--- config.mk ---
export PLATFORM = sky130hd
export DESIGN_NAME = uart_tx_buf
export DESIGN_NICKNAME = d
export VERILOG_FILES = /design/src/rtl/uart_pkg.sv /design/src/rtl/uart_baud_cnt.sv /design/src/rtl/uart_tx_buf.sv
export SDC_FILE = /design/constraint.sdc
export NUM_CORES = 1
export LEC_CHECK = 0
export ABC_AREA = 0
export BUFFER_PORTS_ARGS = -buffer_cell sky130_fd_sc_hd__buf_2
export CAP_MARGIN = 25
export CORE_MARGIN = 4
export CORE_UTILIZATION = 38
export CTS_CLUSTER_SIZE = 28
export DETAILED_ROUTE_END_ITERATION = 6
export PLACE_DENSITY = 0.6
export RECOVER_POWER = 100
export SYNTH_ARGS = -nofsm -noshare
export SYNTH_HDL_FRONTEND = slang
export SYNTH_SLANG_ARGS = --single-unit
--- constraint.sdc ---
create_clock -name clk -period 2.7 [get_ports clk]
set_input_delay 0.54 -clock clk [delete_from_list [all_inputs] [get_ports clk]]
set_output_delay 0.54 -clock clk [all_outputs]
set_load 0.02 [all_outputs]
--- src/rtl/uart_pkg.sv ---
// Shared UART definitions: transmitter FSM states, parity modes, default bit timing
// and the parity helper used when a byte is loaded for transmission.
package uart_pkg;

  typedef enum logic [2:0] {
    ST_IDLE,
    ST_START,
    ST_DATA,
    ST_PARITY,
    ST_STOP
  } uart_tx_state_t;

  localparam int PAR_NONE = 0;
  localparam int PAR_ODD  = 1;
  localparam int PAR_EVEN = 2;

  localparam int DEFAULT_CLKS_PER_BIT = 16;

  // Data narrower than 8 bits is zero-extended, which leaves the XOR unchanged.
  function automatic logic calc_parity(input logic [7:0] data, input int mode);
    return (mode == PAR_ODD) ? ~(^data) : ^data;
  endfunction

endpackage

--- src/rtl/uart_baud_cnt.sv ---
// Restartable bit-period counter: counts 0..CLKS_PER_BIT-1 and flags the last
// cycle of each period with tick.
module uart_baud_cnt
  import uart_pkg::*;
#(
  parameter int CLKS_PER_BIT = DEFAULT_CLKS_PER_BIT
) (
  input  logic clk,
  input  logic reset,
  input  logic restart,
  output logic tick
);

  localparam int CW = (CLKS_PER_BIT > 1) ? $clog2(CLKS_PER_BIT) : 1;
  localparam logic [CW-1:0] LAST = CW'(CLKS_PER_BIT - 1);

  logic [CW-1:0] cnt_q;

  always_ff @(posedge clk or posedge reset) begin
    if (reset) begin
      cnt_q <= '0;
    end else if (restart || tick) begin
      cnt_q <= '0;
    end else begin
      cnt_q <= cnt_q + 1'b1;
    end
  end

  assign tick = (cnt_q == LAST);

endmodule

--- src/rtl/uart_tx_buf.sv ---
// Buffered UART transmitter: one holding register in front of the shift register,
// so the next byte can be accepted while the current frame is on the line.
//
// Handshake: a byte is accepted on any rising edge where tx_valid and tx_ready are
// both high; tx_ready is simply "holding register empty". tx_data is only sampled
// on that edge, and a stalled producer keeps tx_valid high until it sees tx_ready.
module uart_tx_buf
  import uart_pkg::*;
#(
  parameter int CLKS_PER_BIT = DEFAULT_CLKS_PER_BIT,
  parameter int DATA_BITS    = 8,
  parameter int PARITY       = PAR_NONE,
  parameter int STOP_BITS    = 1
) (
  input  logic                 clk,
  input  logic                 reset,
  input  logic [DATA_BITS-1:0] tx_data,
  input  logic                 tx_valid,
  output logic                 tx_ready,
  output logic                 txd,
  output logic                 tx_busy,
  output logic                 tx_done,
  output uart_tx_state_t       dbg_state
);

  uart_tx_state_t       state_q, state_d;
  logic [DATA_BITS-1:0] hold_q;
  logic                 hold_full_q;
  logic [DATA_BITS-1:0] shift_q;
  logic                 par_q;
  logic [2:0]           bit_idx_q;
  logic                 stop_idx_q;
  logic                 txd_q, txd_d;
  logic                 tick, restart, load, shift_en;
  logic                 last_data, last_stop;

  assign last_data = (bit_idx_q == 3'(DATA_BITS - 1));
  assign last_stop = (stop_idx_q == 1'(STOP_BITS - 1));
  // Counter is held at zero while idle so START always gets a full period.
  assign restart   = (state_q == ST_IDLE) || (state_d != state_q);

  uart_baud_cnt #(
    .CLKS_PER_BIT(CLKS_PER_BIT)
  ) u_baud (
    .clk    (clk),
    .reset  (reset),
    .restart(restart),
    .tick   (tick)
  );

  always_comb begin
    state_d  = state_q;
    load     = 1'b0;
    shift_en = 1'b0;
    tx_done  = 1'b0;
    case (state_q)
      ST_IDLE: begin
        if (hold_full_q) begin
          state_d = ST_START;
          load    = 1'b1;
        end
      end
      ST_START: begin
        if (tick) state_d = ST_DATA;
      end
      ST_DATA: begin
        if (tick) begin
          if (last_data) state_d = (PARITY != PAR_NONE) ? ST_PARITY : ST_STOP;
          else           shift_en = 1'b1;
        end
      end
      ST_PARITY: begin
        if (tick) state_d = ST_STOP;
      end
      ST_STOP: begin
        if (tick && last_stop) begin
          tx_done = 1'b1;
          if (hold_full_q) begin
            state_d = ST_START;
            load    = 1'b1;
          end else begin
            state_d = ST_IDLE;
          end
        end
      end
      default: state_d = ST_IDLE;
    endcase

    // Line level is computed for the state being entered so txd can be registered.
    txd_d = 1'b1;
    case (state_d)
      ST_START:  txd_d = 1'b0;
      ST_DATA:   txd_d = shift_en ? shift_q[1] : shift_q[0];
      ST_PARITY: txd_d = par_q;
      default:   txd_d = 1'b1;
    endcase
  end

  always_ff @(posedge clk or posedge reset) begin
    if (reset) begin
      state_q <= ST_IDLE;
      txd_q   <= 1'b1;
    end else begin
      state_q <= state_d;
      txd_q   <= txd_d;
    end
  end

  // Load and accept are exclusive: load needs hold_full, accept needs it clear.
  always_ff @(posedge clk or posedge reset) begin
    if (reset) begin
      hold_q      <= '0;
      hold_full_q <= 1'b0;
    end else if (load) begin
      hold_full_q <= 1'b0;
    end else if (tx_valid && !hold_full_q) begin
      hold_q      <= tx_data;
      hold_full_q <= 1'b1;
    end
  end

  always_ff @(posedge clk or posedge reset) begin
    if (reset) begin
      shift_q <= '0;
      par_q   <= 1'b0;
    end else if (load) begin
      shift_q <= hold_q;
      par_q   <= calc_parity(8'(hold_q), PARITY);
    end else if (shift_en) begin
      shift_q <= shift_q >> 1;
    end
  end

  // Indices only matter inside their own state; they are cleared everywhere else.
  always_ff @(posedge clk or posedge reset) begin
    if (reset) begin
      bit_idx_q  <= '0;
      stop_idx_q <= 1'b0;
    end else begin
      if (state_q != ST_DATA) bit_idx_q <= '0;
      else if (tick)          bit_idx_q <= bit_idx_q + 3'd1;
      if (state_q != ST_STOP) stop_idx_q <= 1'b0;
      else if (tick)          stop_idx_q <= ~stop_idx_q;
    end
  end

  assign tx_ready  = !hold_full_q;
  assign txd       = txd_q;
  assign tx_busy   = (state_q != ST_IDLE);
  assign dbg_state = state_q;

endmodule

---- Word level (Yosys, flattened, before mapping) ----
Index checks and enable logic that the tools add are counted.
word-level totals
  ROM bits ................................ 0
  bits in latches ......................... 0
  RAM bits ................................ 0
  output and inout port bits .............. 7
  word-level logic and storage cells ...... 65
  memories ................................ 0
  bits of input ports ..................... 11
  register bits ........................... 30
cells by class
  muxes and demuxes ....................... 27
  bitwise logic cells ..................... 2
  reduce and logical (&&, ||, !) cells .... 13
  shifts and indexed selects .............. 0
  magnitude comparators ................... 0
  equal/unequal tests ..................... 12
  div/mod/pow operators ................... 0
  multipliers ............................. 0
  add/subtract/negate cells ............... 2
operators with widths
  cell                   count
  $mux W3                8
  $mux W8                2
  $pmux W3 S5            1
  $mux W1                13
  $eq A3 B2 Y1 const B   4
  $reduce_bool A2 Y1     4
  $reduce_xor A8 Y1      1
  $eq A3 B1 Y1 const B   2
  $eq A3 B3 Y1 const B   2
  $add A4 B1 Y4 const B  1
  $eq A4 B4 Y1 const B   1
  $mux W4                1
  $add A3 B1 Y3 const B  1
  $logic_not A3 Y1       1
  $ne A3 B2 Y1 const B   1
  $ne A3 B3 Y1           1
  $ne A3 B3 Y1 const B   1
  $pmux W1 S3            1
  $reduce_bool A3 Y1     1
  $logic_and A1 B1 Y1    2
  $logic_or A1 B1 Y1     2
  $not A1 Y1             2
  $pmux W1 S2            1
  $reduce_and A2 Y1      1
  $logic_not A1 Y1       1

---- Logic depth before layout (Yosys ltp) ----
Gate-level depths: netlist of the first run.
  word-level depth ........................ 8
  depth in mapped cells ................... 6
  depth with buffers taken out ............ 6

---- By module ----
From an unflattened synthesis of the first run, not the netlist that was laid out.
unflattened totals
  cell total of the unflattened synthesis .. 129
  area, all modules ....................... 1466.4 um2
modules (own cells, without submodules)
  module         seq. area each (um2)  area an instance (um2)  cells an instance  instances
  uart_tx_buf    651.9                 1291.2                  115                1
  uart_baud_cnt  100.1                 175.2                   14                 1

---- Least setup slack after synthesis of the first run ----
No wires, ideal clock.
  kind .................................... register -> output
  from .................................... register state_q[0], in the netlist dbg_state[0]
  to ...................................... output tx_done
  cell stages (with the launch flop) ...... 4
  buffers on the path ..................... 1
  data required time ...................... 2160 ps
  path slack .............................. 814 ps
  arrival time ............................ 1346 ps
  cells stage by stage .................... dfrtp_1 > buf_1 > or3_1 > nor2_1
between the ends
  word-level cells in the longest chain between the ends .. 2
ends and longest elaborated chain
  element                 RTL line            text
  from (decl)             uart_tx_buf.sv:26   uart_tx_state_t state_q, state_d;
  from (signal assigned)  uart_tx_buf.sv:104  state_q <= state_d;
  $eq A3 B3 Y1            uart_tx_buf.sv:56   case (state_q)
  $mux W1                 uart_tx_buf.sv:56
  to (decl)               uart_tx_buf.sv:22   output logic tx_done,
Every way passes these cells.

---- Worst setup path in the final report of the first run ----
  from .................................... register u_baud.cnt_q[0]
  to ...................................... register shift_q[3]
between the ends
  word-level cells in the longest chain between the ends .. 5
  elaborated cells on any way between the ends .. 8
  those cells by class .................... 1 x eq/ne; 5 x mux; 2 x reduce/logical
ends and longest elaborated chain
  element                                               RTL line             text
  from (decl)                                           uart_baud_cnt.sv:17  logic [CW-1:0] cnt_q;
  from (signal assigned)                                uart_baud_cnt.sv:25  cnt_q <= cnt_q + 1'b1;
  $eq A4 B4 Y1 *                                        uart_baud_cnt.sv:29  assign tick = (cnt_q == LAST);
  $logic_and A1 B1 Y1                                   uart_tx_buf.sv:76    if (tick && last_stop) begin
  $mux W1                                               uart_tx_buf.sv:76
  $pmux W1 S2                                           uart_tx_buf.sv:56
  $mux W8 / $reduce_bool A2 Y1 (equally long branches)  --
  to (signal assigned)                                  uart_tx_buf.sv:127   shift_q <= hold_q;
  to (signal assigned)                                  uart_tx_buf.sv:130   shift_q <= shift_q >> 1;
  to (decl)                                             uart_tx_buf.sv:29    logic [DATA_BITS-1:0] shift_q;
Mark *: on every way between the ends. The rest lies on a longest branch, timed or not.
A chain may end at the register's enable or synchronous reset.

==> results.toml, run 1 <==
[sta]
hold_viol_final = 0
relSlewSlack_pct = -5.53
finClkSkew_ns = 0.00253
rsz0062_at_grt = "false"
fmax_mhz = 445
setup_tns_ns = 0
tightest_slew_ns = 1.58
setup_viol = 0
fin_crit_ns = 2.25
worst_hold_slack_ns = 0.470
finalMaxSlewViolations = 31
fin_crit_sh_pct = 83.2

[setup_path]
worstPathMaxFanout = 11
start_kind = "register"
worst_ep_arrival_time_ns = 2.47
critPathCaptureType = "register"
r2r_slack_ns = 0.45
required_ns = 2.93
critical_path_class = "reg -> reg"

[route]
viasPerCell = 5.05
drt-met1-wl_um = 1180
wl_met2_um = 1290
vias = 940
wl_per_cell_um = 14.2
drcViolationCount = 0
wl_um = 2650
wl_met3_um = 114
drt_iter0_markers = 23
routed.top_layer = "met4"
antenna_left = 0
drtPass1Iterations = 4

[floorplan]
die_width_um = 69.0
start_util_pct = 40.7
dieArea_um2 = 4760
pin_count = 18
core-area_um2 = 3470
num_rows = 21
die_h_um = 69.0

[clock_network]
cts_tree = "done"
numCtsBuffers = 5
clk_pin_slew_ns = 0.06
clk_latency_ns = 0.28
ctsRootBufferMaster = "clkbuf_8"
cts_setup_buffers = 0
clock_path_buffers = 2
cts.sinks = 30
cts_resized = 0
cts_max_level = 2
hold_buffers = 0

[placed_design]
gp_congestion = 0.740
hpwl_um = 1870
port_buffers = 17

[synthesis]
yosys.area.top_type = "dfrtp_1"
ys_seq_elements = 30
synthFlopType = "dfrtp_1"
synth_async_sr_flop_share_pct = 100
syn_nets = 130
synth_area_leaders = "dfrtp_1 (51%), mux2_2 (5.6%), xnor2_1 (5.0%)"
synth_edf_count = 0
avgSynthCellArea_um2 = 12.2
synthMuxAreaShare_pct = 8.41
synth.cell_area_um2 = 1410
synth_top_family_by_area = "compound AO/OA/AOI/OAI gates"
synth-xor-area-share_pct = 6.20
synthDominantCellAreaShare_pct = 51.4
synthAdderAreaFrac_pct = 2.66
ys_types = 33
synth_cells = 116
yosys_warnings = 0
yosys.area_share.simple_pct = 13.0
synth_compound_area_share_pct = 13.6
yosysSeqAreaShare_pct = 53.2

[pwr]
powerDensity_nw_per_um2 = 1200
vdd_drop_max_v = 0.000471
finalPower_w = 0.00192
p_leak_nw = 0.732

[cells_and_area]
nFillCells = 341
final_common_cell = "dfrtp_1"
fin_nets = 153
layout_common_cells = "dfrtp_1 (29), nor2_1 (10), clkbuf_1 (10), buf_2 (10), xnor2_1 (8)"
drive_gt1_share_pct = 20.7
n_antenna_cell = 0
area_delta_synth_final_pct = 13.7

[worst_hold_path]
min_path_type = "reg -> reg"

[grt]
grt_overflow = 0
grt_pass1_vias = 964
track_usage_pct = 13.8
antenna_found_initial = 0
grt_pass1_wl_um = 4490
grt_max_degree = 31

[outcome]
outcome = "finished with violations"
failed_checks = "capacitance limit, slew limit"

[flow_run]
max_cap_viol_count = 1
==> report_power, final <==
part	switching [W]	leakage, nW	total (W)	internal, W
sequential	0.000180	0.368	0.000822	0.000642
combinational	0.000364	0.316	0.000727	0.000363
clock	0.000167	0.0482	0.000373	0.000205
total	0.000711	0.732	0.00192	0.00121
==> Yosys cell counts, types with 3 or more instances <==
library cell / number
a21o_1: 6
a22o_1: 6
dfrtp_1: 29
ha_1: 3
inv_1: 6
mux2_2: 7
mux2i_1: 4
nand2_1: 4
nor2_1: 10
nor3_1: 4
o21ai_0: 3
xnor2_1: 8
==> worst max-delay path: stages, from the launching register on <==
cell       delay (ns)
dfrtp_1          0.37
ha_1             0.24
nand4b_1         0.26
a2111oi_4        0.55
clkbuf_1         0.45
a22o_1           0.23
a21o_1           0.09
==> metrics by stage <==
stage / setup WS, ns / utilization, % / area (um2) / cells
after floorplan: 0.814 / - / 1410 / 116
after global placement: 0.778 / 44.7 / 1550 / 178
after detailed placement: 0.682 / 44.7 / 1550 / 178
after CTS: 0.636 / 47.4 / 1640 / 186
after global routing: 0.281 / 46.3 / 1610 / 186
final: 0.454 / 46.3 / 1610 / 186
==> cells by family (layout without fill, tap and decap cells) <==
group / after synthesis / after routing
simple gates: 30 / 30
flops: 30 / 30
fa+ha+maj: 3 / 3
mux: 11 / 11
xor+xnor: 10 / 10
compound gates: 23 / 23
buf+inv: 9 / 33
==> per-layer routing <==
| layer | GRT usage (%) | vias to the layer above |
|---|---|---|
| met5 | 0 | - |
| met1 | 15.4 | 462 |
| li1 | - | 454 |
| met4 | 10.9 | 0 |
| met3 | 4.38 | 7 |
| met2 | 21.7 | 17 |
==> area by class of cell <==
type                       count  area, um2  share of cell area [%]
sequential                    30        752                    46.8
multi-input combinational     77        599                    37.3
clock buffer                   7       86.3                    5.37
timing repair buffer          19       83.8                    5.22
tap                           46       57.6                    3.58
inverter                       6       22.5                    1.40
clock inverter                 1       5.00                   0.312
==> registers in the layout (all words and copies together), names as in the netlist <==
| register | cells |
|---|---|
| u_baud.cnt_q | 4 |
| dbg_state | 3 |
| hold_full_q | 1 |
| par_q | 1 |
| bit_idx_q | 3 |
| txd | 1 |
| stop_idx_q | 1 |
| hold_q | 8 |
| shift_q | 8 |
==> worst paths after layout <==
path | from | end | cells after the start
max reg2reg | u_baud.cnt_q[0]$_DFF_PP0_ | shift_q[3]$_DFFE_PP0P_ | 6
max in group asynchronous | reset | stop_idx_q$_DFFE_PP0P_ | 3
min in group asynchronous | reset | hold_q[0]$_DFFE_PP0P_ | 3
max | u_baud.cnt_q[0]$_DFF_PP0_ | shift_q[3]$_DFFE_PP0P_ | 6
min reg2reg | u_baud.cnt_q[0]$_DFF_PP0_ | u_baud.cnt_q[0]$_DFF_PP0_ | 1
min | u_baud.cnt_q[0]$_DFF_PP0_ | u_baud.cnt_q[0]$_DFF_PP0_ | 1
Power figures use the tool's default switching activity.
==> run 2: changes to the inputs <==
--- a/config.mk
+++ b/config.mk
@@ -12,7 +12,7 @@
 export CORE_UTILIZATION = 38
 export CTS_CLUSTER_SIZE = 28
 export DETAILED_ROUTE_END_ITERATION = 6
-export PLACE_DENSITY = 0.6
+export PLACE_DENSITY = 0.62
 export RECOVER_POWER = 100
 export SYNTH_ARGS = -nofsm -noshare
 export SYNTH_HDL_FRONTEND = slang
==> constraint.sdc (replaced) <==
create_clock -name clk -period 1.93 [get_ports clk]
set_input_delay 0.386 -clock clk [delete_from_list [all_inputs] [get_ports clk]]
set_output_delay 0.386 -clock clk [all_outputs]
set_load 0.02 [all_outputs]
==> run 2 against run 1 <==
Effect of this change: via count up 0.96%; worst setup slack worse by 0.36 ns; the flow now finishes without violations; flip-flop and latch count unchanged.
==> results.toml, run 2 (same netlist as run 1, synthesis figures left out) <==
[clock_network]
cts.sinks = 30
numCtsBuffers = 5
cts_max_level = 2
clock_path_buffers = 2
cts_tree = "done"
cts_resized = 0
ctsRootBufferMaster = "clkbuf_8"
clk_pin_slew_ns = 0.06
cts_setup_buffers = 0
hold_buffers = 0
clk_latency_ns = 0.28

[route]
wl_um = 2460
antenna_left = 0
drt-met1-wl_um = 1080
viasPerCell = 4.97
drcViolationCount = 0
vias = 949
wl_met2_um = 1160
wl_per_cell_um = 12.9
drt_iter0_markers = 42
wl_met3_um = 127
routed.top_layer = "met4"
drtPass1Iterations = 2

[sta]
fin_crit_ns = 1.84
hold_viol_final = 0
relSlewSlack_pct = 51.7
finalMaxSlewViolations = 0
fmax_mhz = 544
rsz0062_at_grt = "false"
tightest_slew_ns = 0.725
setup_tns_ns = 0
setup_viol = 0
fin_crit_sh_pct = 95.3
finClkSkew_ns = 0.00251

[placed_design]
placed_cells = 183
port_buffers = 17
hpwl_um = 1800
gp_congestion = 0.742

[setup_path]
critPathCaptureType = "output port"
worstPathMaxFanout = 9
start_kind = "register"
critical_path_class = "reg -> out"
worst_ep_arrival_time_ns = 1.45
required_ns = 1.54

[cells_and_area]
final_util_pct = 48.1
n_antenna_cell = 0
final_cells = 191
fin_nets = 158
reg.largest.list = "hold_q: 8 flops, shift_q: 8 flops, u_baud.cnt_q: 4 flops"
final_common_cell = "dfrtp_1"
area_delta_synth_final_pct = 18.1
layout_common_cells = "dfrtp_1 (28), buf_2 (13), nor2_1 (10)"
drive_gt1_share_pct = 28.3

[floorplan]
pin_count = 18
core-area_um2 = 3470
dieArea_um2 = 4760
start_util_pct = 40.7
die_h_um = 69.0
num_rows = 21
die_width_um = 69.0

[pwr]
powerDensity_nw_per_um2 = 1630
p_leak_nw = 0.791
vdd_drop_max_v = 0.000718

[flow_run]
max_cap_viol_count = 0

[grt]
grt_pass1_wl_um = 4100
track_usage_pct = 12.6
grt_pass1_vias = 893
antenna_found_initial = 0
grt_max_degree = 31
grt_overflow = 0

[worst_hold_path]
min_path_type = "in -> async"

[outcome]
outcome = "complete, no violations"
run 2: cell types whose count changed in the layout (fill, tap and decap cells not counted), sizes merged:
| cell | delta |
|---|---|
| buf | +7 |
| clkbuf | -2 |
run 2: routing by layer:
layer	track usage, %	up-vias
met3	4.21	7
met1	14.2	459
li1	-	466
met5	0	-
met4	12.4	0
met2	18.2	17
run 2: path summary, 6_finish.rpt:
check	slack, ns	cells after the start	startpoint	end
max	0.09	3	dbg_state[1]$_DFF_PP0_	tx_done
max reg2reg	0.14	7	u_baud.cnt_q[0]$_DFF_PP0_	txd$_DFF_PP1_
min	0.30	3	reset	hold_q[0]$_DFFE_PP0P_
min reg2reg	0.46	1	u_baud.cnt_q[0]$_DFF_PP0_	u_baud.cnt_q[0]$_DFF_PP0_
min in group clk	0.32	3	tx_data[0]	hold_q[0]$_DFFE_PP0P_
max in group asynchronous	1.12	3	reset	dbg_state[2]$_DFF_PP0_
run 2: report_power, final:
part	switching (W)	internal (W)	total, W	leakage [nW]
logic	0.000534	0.000552	0.00109	0.377
registers	0.000226	0.000899	0.00113	0.366
clock network	0.000219	0.000287	0.000505	0.0482
total	0.000979	0.00174	0.00272	0.791
run 2: through the flow:
stage                     power, W  cell area (um2)  worst slack (ns)  hold WS [ns]
after global routing       0.00295             1670            0.0123         0.328
after global placement     0.00222             1590             0.223         0.445
final                      0.00272             1670            0.0903         0.299
after detailed placement   0.00226             1590             0.142         0.458
after CTS                  0.00278             1680            0.0174         0.174
after floorplan            0.00199             1410             0.196         0.433
run 2: area by class of cell:
cell class	instances	area [um2]
Fill cell	337	1800
Sequential cell	30	753
Multi-Input combinational cell	77	619
Timing Repair Buffer	24	124
Clock buffer	7	86.3
Tap cell	46	57.6
Inverter	6	22.5
Clock inverter	1	5.00
run 2: critical path: stages (launching register included):
cell     delay, ns
dfrtp_1       0.48
or3_1         0.43
nor2_1        0.09
buf_2         0.17
